==> src/rtl/text_pkg.sv <==
// Shared text definitions for the case converter and its downstream stages.
package text_pkg;

  localparam logic [7:0] CH_A_UP  = 8'h41;
  localparam logic [7:0] CH_Z_UP  = 8'h5A;
  localparam logic [7:0] CH_A_LO  = 8'h61;
  localparam logic [7:0] CH_Z_LO  = 8'h7A;
  localparam logic [7:0] CH_SPACE = 8'h20;

  typedef struct packed {
    logic       cap;
    logic [7:0] ch;
  } entry_t;

  function automatic logic is_letter(input logic [7:0] c);
    return ((c >= CH_A_UP) && (c <= CH_Z_UP)) || ((c >= CH_A_LO) && (c <= CH_Z_LO));
  endfunction

endpackage

==> src/rtl/sync_fifo.sv <==
// First-word-fall-through synchronous FIFO; ready depends only on occupancy.
module sync_fifo #(
  parameter int WIDTH = 9,
  parameter int DEPTH = 8
) (
  input  logic                     clk,
  input  logic                     rst,
  input  logic                     in_valid,
  output logic                     in_ready,
  input  logic [WIDTH-1:0]         in_data,
  output logic                     out_valid,
  input  logic                     out_ready,
  output logic [WIDTH-1:0]         out_data,
  output logic [$clog2(DEPTH):0]   level
);
  localparam int AW = $clog2(DEPTH);

  logic [DEPTH-1:0][WIDTH-1:0] mem;
  logic [AW-1:0]               wptr, rptr;
  logic                        push, pop;

  assign in_ready  = (level != (AW+1)'(DEPTH));
  assign out_valid = (level != '0);
  assign push      = in_valid & in_ready;
  assign pop       = out_valid & out_ready;
  // Gate the head so an empty FIFO presents zeros rather than stale storage.
  assign out_data  = out_valid ? mem[rptr] : '0;

  always_ff @(posedge clk) begin
    if (push) mem[wptr] <= in_data;
  end

  always_ff @(posedge clk) begin
    if (rst) begin
      wptr  <= '0;
      rptr  <= '0;
      level <= '0;
    end else begin
      if (push) wptr <= wptr + 1'b1;
      if (pop)  rptr <= rptr + 1'b1;
      case ({push, pop})
        2'b10:   level <= level + 1'b1;
        2'b01:   level <= level - 1'b1;
        default: level <= level;
      endcase
    end
  end

endmodule

==> src/rtl/case_stream_collector.sv <==
// Buffers converter output bytes and keeps saturating char/capital/word statistics.
module case_stream_collector
  import text_pkg::*;
#(
  parameter int DEPTH = 8,
  parameter int CNT_W = 16
) (
  input  logic                   clk,
  input  logic                   rst,
  input  logic                   in_valid,
  output logic                   in_ready,
  input  logic [7:0]             in_char,
  input  logic                   in_cap,
  output logic                   out_valid,
  input  logic                   out_ready,
  output logic [7:0]             out_char,
  output logic                   out_cap,
  input  logic                   stats_clr,
  output logic [CNT_W-1:0]       char_count,
  output logic [CNT_W-1:0]       cap_count,
  output logic [CNT_W-1:0]       word_count,
  output logic [$clog2(DEPTH):0] level
);
  entry_t in_ent, out_ent;
  logic   push, letter, in_word;

  assign in_ent   = '{cap: in_cap, ch: in_char};
  assign out_char = out_ent.ch;
  assign out_cap  = out_ent.cap;
  assign push     = in_valid & in_ready;
  assign letter   = is_letter(in_char);

  sync_fifo #(.WIDTH($bits(entry_t)), .DEPTH(DEPTH)) u_fifo (
    .clk       (clk),
    .rst       (rst),
    .in_valid  (in_valid),
    .in_ready  (in_ready),
    .in_data   (in_ent),
    .out_valid (out_valid),
    .out_ready (out_ready),
    .out_data  (out_ent),
    .level     (level)
  );

  function automatic logic [CNT_W-1:0] sat_inc(input logic [CNT_W-1:0] c);
    return (c == '1) ? c : c + 1'b1;
  endfunction

  // Clear wins over a coincident push: the byte is buffered but not counted.
  always_ff @(posedge clk) begin
    if (rst || stats_clr) begin
      char_count <= '0;
      cap_count  <= '0;
      word_count <= '0;
      in_word    <= 1'b0;
    end else if (push) begin
      char_count <= sat_inc(char_count);
      if (in_cap)             cap_count  <= sat_inc(cap_count);
      if (letter && !in_word) word_count <= sat_inc(word_count);
      in_word <= letter;
    end
  end

endmodule

==> config.mk <==
export PLATFORM = sky130hd
export DESIGN_NAME = case_stream_collector
export DESIGN_NICKNAME = d
export VERILOG_FILES = /design/src/rtl/text_pkg.sv /design/src/rtl/sync_fifo.sv /design/src/rtl/case_stream_collector.sv
export SDC_FILE = /design/constraint.sdc
export NUM_CORES = 1
export LEC_CHECK = 0
export CORE_MARGIN = 2
export CORE_UTILIZATION = 50
export DETAILED_ROUTE_END_ITERATION = 8
export PLACE_DENSITY = 0.88
export SYNTH_ARGS = -nofsm -noshare
export SYNTH_HDL_FRONTEND = slang
export SYNTH_SLANG_ARGS = --single-unit
==> constraint.sdc <==
create_clock -name clk -period 2.7 [get_ports clk]
set_input_delay 0.81 -clock clk [delete_from_list [all_inputs] [get_ports clk]]
set_output_delay 0.81 -clock clk [all_outputs]
set_load 0.02 [all_outputs]
Word-level counts from Yosys, hierarchy flattened --
Index checks and enable logic that the tools add are counted.
Storage, ports and cells: register bits after elaboration 131, input port bits 14, output and inout port bits 63, logic and storage cells 59
Operators by class: add/sub/neg operators 7, $lt $le $gt $ge 7, equal/unequal tests 6, multiplexer cells 7, bitwise logic cells 5, reductions and logical operators 12
Operator list (number):
- $bwmux 72 | 1
- $add 16x1->16 const B | 3
- $eq 16x16->1 const B | 3
- $bmux 9 s3 | 1
- $demux 9 s3 | 1
- $mux 9 | 3
- $ge 8x7->1 const B | 2
- $le 8x7->1 const B | 2
- $lt 3x4->1 const B | 2
- $pmux 4 s2 | 1
- $add 3x1->3 const B | 2
- $reduce_and 3->1 | 2
- $add 4x1->4 const B | 1
- $logic_and 1x1->1 | 4
- $ne 4x4->1 const B | 1
- $reduce_bool 4->1 | 1
- $sub 4x1->4 const B | 1
- $ge 3x1->1 const B | 1
- $not 1->1 | 3
- $and 1x1->1 | 2
- $eq 2x1->1 const B | 1
- $eq 2x2->1 const B | 1
- $logic_or 1x1->1 | 2
- $reduce_and 2->1 | 1
- 2 further kinds | 2

Depth between registers and ports, before layout --
Gate-level depths: netlist of the first run.
word-level depth 5, depth in mapped cells 12, gate-level depth less buffers 11

By module --
Synthesis of the first run repeated with hierarchy kept, for this count alone.
Second synthesis, totals: cells, all modules 482, area, all modules 5799.3 µm²
Modules (own cells, without submodules):
- sync_fifo | instances 1, cells each 184, area an instance 3345.7 µm², sequential area each 2362.3 µm²
- case_stream_collector | instances 1, cells each 298, area an instance 2453.6 µm², sequential area each 980.9 µm²

Worst setup path before layout of the first run --
Ideal clock, no wire load.
kind reg2reg, start register u_fifo.level[1], end register u_fifo.level[2], setup time 0.071 ns, arrival time 2.923 ns, data required time 2.629 ns, setup slack -0.293 ns, cell stages (with the launch flop) 13, buffers on the path 2, period minus slack after synthesis 2.993 ns, path through dfxtp_1 > buf_2 > nor4_2 > inv_1 > and2_1 > clkbuf_1 > ha_1 > xor2_1 > ha_1 > a21oi_1 > xor2_1 > or3_1 > a21oi_1
On the way: cells in the longest elaborated chain, start to end 4, elaborated cells between the ends (all ways) 10, classes of those cells add/sub: 2; eq/ne: 3; mux: 1; bitwise: 2; reduce/logical: 2
RTL lines:
- start: declaration | line sync_fifo.sv:14 | output logic [$clog2(DEPTH):0] level
- start signal: assignment | line sync_fifo.sv:42 | 2'b10: level <= level + 1'b1;
- start signal: assignment | line sync_fifo.sv:43 | 2'b01: level <= level - 1'b1;
- start signal: assignment | line sync_fifo.sv:44 | default: level <= level;
- $reduce_bool 4->1 (*) | line sync_fifo.sv:23 | assign out_valid = (level != '0);
- named net out_valid | line case_stream_collector.sv:14 | output logic out_valid,
- $and 1x1->1 (*) | line sync_fifo.sv:25 | assign pop = out_valid & out_ready;
- named net u_fifo.pop | line sync_fifo.sv:20 | logic push, pop;
- $eq 2x1->1 / $eq 2x2->1 (equally long branches) | line sync_fifo.sv:41 | case ({push, pop})
- $pmux 4 s2 / $reduce_bool 2->1 (equally long branches)
Mark *: on every way through the listed nets, which the timed path passes. The rest lies on a longest branch. A chain may end at the register's enable or synchronous reset.

Worst setup path after layout of the first run --
start register u_fifo.rptr[0], end output port out_char[4]
On the way: cells in the longest elaborated chain, start to end 3
RTL lines:
- start: declaration | line sync_fifo.sv:19 | logic [AW-1:0] wptr, rptr;
- start signal: assignment | line sync_fifo.sv:40 | if (pop) rptr <= rptr + 1'b1;
- $bmux 9 s3 | line sync_fifo.sv:27 | assign out_data = out_valid ? mem[rptr] : '0;
- $mux 9 (not written as such) | line sync_fifo.sv:27
- $mux 9 | line sync_fifo.sv:27
- end: declaration | line case_stream_collector.sv:16 | output logic [7:0] out_char,
Every way passes these cells. The select of a mux whose other input is x is not followed.

==> run summary, run 1 <==
cell with the biggest individual delay on the critical path = mux4_2
power density over the cells = 832 mW/mm^2
via count of the first global-routing pass = 4413
width of the die = 111 microns
antenna violations before repair = 0
cell-by-cell trace of the critical path = clkbuf_16 > mux4_2 > mux2i_1 > nor2_1 > buf_2
min cycle time layout = 2.82 ns
largest net degree at the start of global routing = 22
Final ANT Viol Nets = 0
synthesis-to-layout area growth = 33.0%
largest area contributor in the synthesized netlist = edfxtp_1
count of pins on the block boundary = 77
post-synthesis instance area = 0.00577 sq mm
first-pass GRT wire length = 23000 microns
Initial Util = 51.0%
kind of launch point of the worst setup path = register
detailed-routing iteration count for the pre-antenna-repair pass = 7
Clk network pwr share = 36.1%
clock tree skew after final layout = 0.0113 ns
wire length per cell = 18.9 microns
most used standard cells in the synthesized netlist = edfxtp_1, dfxtp_1, nor2_1
total power consumption of the routed design = 6.39 mW
number of hold violations in the final report = 0
Setup Crit Path Kind = reg2out
worst-case clock buffer depth = 2
final worst-path setup slack = -0.115 ns
final global-route overflow total = 0
Final Instance Area = 0.00768 sq mm
Crit. End Element = output pin
logic gate share of total power = 27.1%
DRC violation total after the first TritonRoute iteration = 405
post-synthesis instance total = 476
total number of yosys warnings = 0
number of non-filler instances in the completed layout = 757
number of levels in the clock H-tree = 4
Syn Nets = 498
worst slack at placement = -0.455 ns
top cell type's share of synthesized area = 37.4%
fraction of registers with async set or reset after synthesis = 0%
violated checks = setup timing
Post-DP HPWL = 9160 microns
RePlAce Congestion = 0.890
Switch Pwr = 1.89 mW
clock net sink count = 131
overall global routing resource usage = 23.5%
Max Transition Viols Final = 0
proportion of layout cells with a drive suffix above 1 = 19.7%
number of vias per cell = 5.89
post-synthesis register bit count = 131
Total Die Area = 0.0124 sq mm
Buffers on Ports = 76
fmax = 355 MHz
synth top area cells = edfxtp_1, dfxtp_1, mux4_2
Post-synth EDFFs = 72
critical path's largest stage delay = 0.51 ns
run status = finished with violations
post-detailed-routing wire length = 14300 microns
Worst Path Max Fanout = 5
relative slew slack = 47.0%
# rows = 39
cell total after placement = 717
Lkg Pwr = 2.60 nW
worst vdd rail ir drop = 623 uV
Placed Instance Area = 0.00698 sq mm
max cap viols = 0
total DRC errors in the routed layout = 0
final worst-path cycle share = 104%
transition time of the tightest slew-check pin = 0.789 ns
total negative setup slack = -0.272 ns
net switching fraction of the power = 29.6%
CTS tree = built
number of setup violations in the final report = 7
number of library cell types mapped by synthesis = 56
share of the core filled with cells in the final layout = 67.8%
clk_lat worst skew = 0.41 ns
Internal Dissipation = 4.50 mW
Die H = 111 microns
Worst EP arrival = 2.01 ns
predominant post-synthesis flop cell = edfxtp_1
Clk pin slew, worst setup/hold paths = 0.06 ns
most repeated cell in the gate-level netlist after synthesis = edfxtp_1
RSZ-0062 raised after global routing = yes
worst min-delay path class = reg2reg
core footprint = 0.0113 sq mm
antenna diode instance count = 0
sequential element share of the synthesized area = 57.9%
Final Net Count = 623
clk root buf = clkbuf_16
vias post-DR = 4458
Post-Synthesis Mean Instance Area = 12.1 sq um
sequential group share of total power = 36.7%
Data required, critical path = 1.89 ns
hold_ws = 0.515 ns
total clock buffers created by CTS = 17
==> power by group through the flow <==
stage,Clock [mW],Sequential (mW),Combinational (mW)
after floorplan,0,2.37,0.942
after global placement,0,2.34,1.57
after detailed placement,0,2.35,1.62
after CTS,2.32,2.34,1.64
after global routing,2.44,2.36,1.87
final,2.31,2.35,1.73
==> worst paths after layout <==
path              startpoint         endpoint  slack [ns]  cells after the start
min            char_count[1]    char_count[1]        0.52                      2
min reg2reg    char_count[1]    char_count[1]        0.52                      2
max reg2reg  u_fifo.level[3]  u_fifo.level[2]        0.22                     11
max           u_fifo.rptr[0]      out_char[4]       -0.12                      5
==> layer usage <==
| metal | track usage [%] | wire length, microns |
|---|---|---|
| met1 | 29.6 | 5880 |
| met2 | 40.2 | 7220 |
| met3 | 6.31 | 900 |
| met4 | 6.34 | 269 |
| met5 | 0 | 0 |
==> timing repair <==
action,in CTS,in global routing
gates cloned,2,1
pin swaps,0,2
buffers inserted,2,3
gates resized for setup,44,9
endpoints found under the setup margin,20,20
hold buffers,0,0
==> sequential cells by signal, indices dropped and copies added, names as in the netlist <==
name and flops:
u_fifo.wptr 3, u_fifo.rptr 3, u_fifo.mem 72, in_word 1
cap_count 16, char_count 16, word_count 16, u_fifo.level 4
==> cell families (layout without fill, tap and decap cells) <==
logic type / count (synthesis) / in the layout / share of synthesized area (%)
and+or+nand+nor: 181 / 181 / 17.3
adders and majority gates: 8 / 8 / 1.73
muxes: 30 / 30 / 9.10
AOI/OAI and AO/OA: 67 / 67 / 7.15
DFF: 131 / 131 / 57.9
buffers and inverters: 28 / 166 / 2.15
xor gates and xnor gates: 31 / 31 / 4.70
==> critical path: cells and delay by family, from the launching register on <==
family / cells / cell delay [ns]
simple gates: 1 / 0.07
buf+inv: 2 / 0.34
mux: 2 / 0.74
flops: 1 / 0.45
==> area by class of cell <==
class / count / area (sq um)
clock buffer: 17 / 425
timing repair buffer: 126 / 1200
multi-input combinational: 317 / 2330
inverter: 8 / 35.0
tap: 143 / 179
fill: 798 / 3640
clock inverter: 15 / 170
sequential: 131 / 3350
==> cell usage in the layout, fill, tap and decap left out, drive strengths merged, types with 15 or more instances in the layout <==
cell / count
nand4: 15
o21ai: 16
dfxtp: 59
buf: 58
mux4: 18
edfxtp: 72
nor2: 51
nand3: 18
clkbuf: 18
clkdlybuf4s50: 62
a21oi: 26
xnor2: 19
nand2: 28
Power figures use the tool's default switching activity.
==> run 2, diff against run 1 <==
Settings changed: ABC_CLOCK_PERIOD_IN_PS set to 2700.
==> results of run 2 <==
Same layout as run 1: the final DEF is identical, and so are final timing and power.
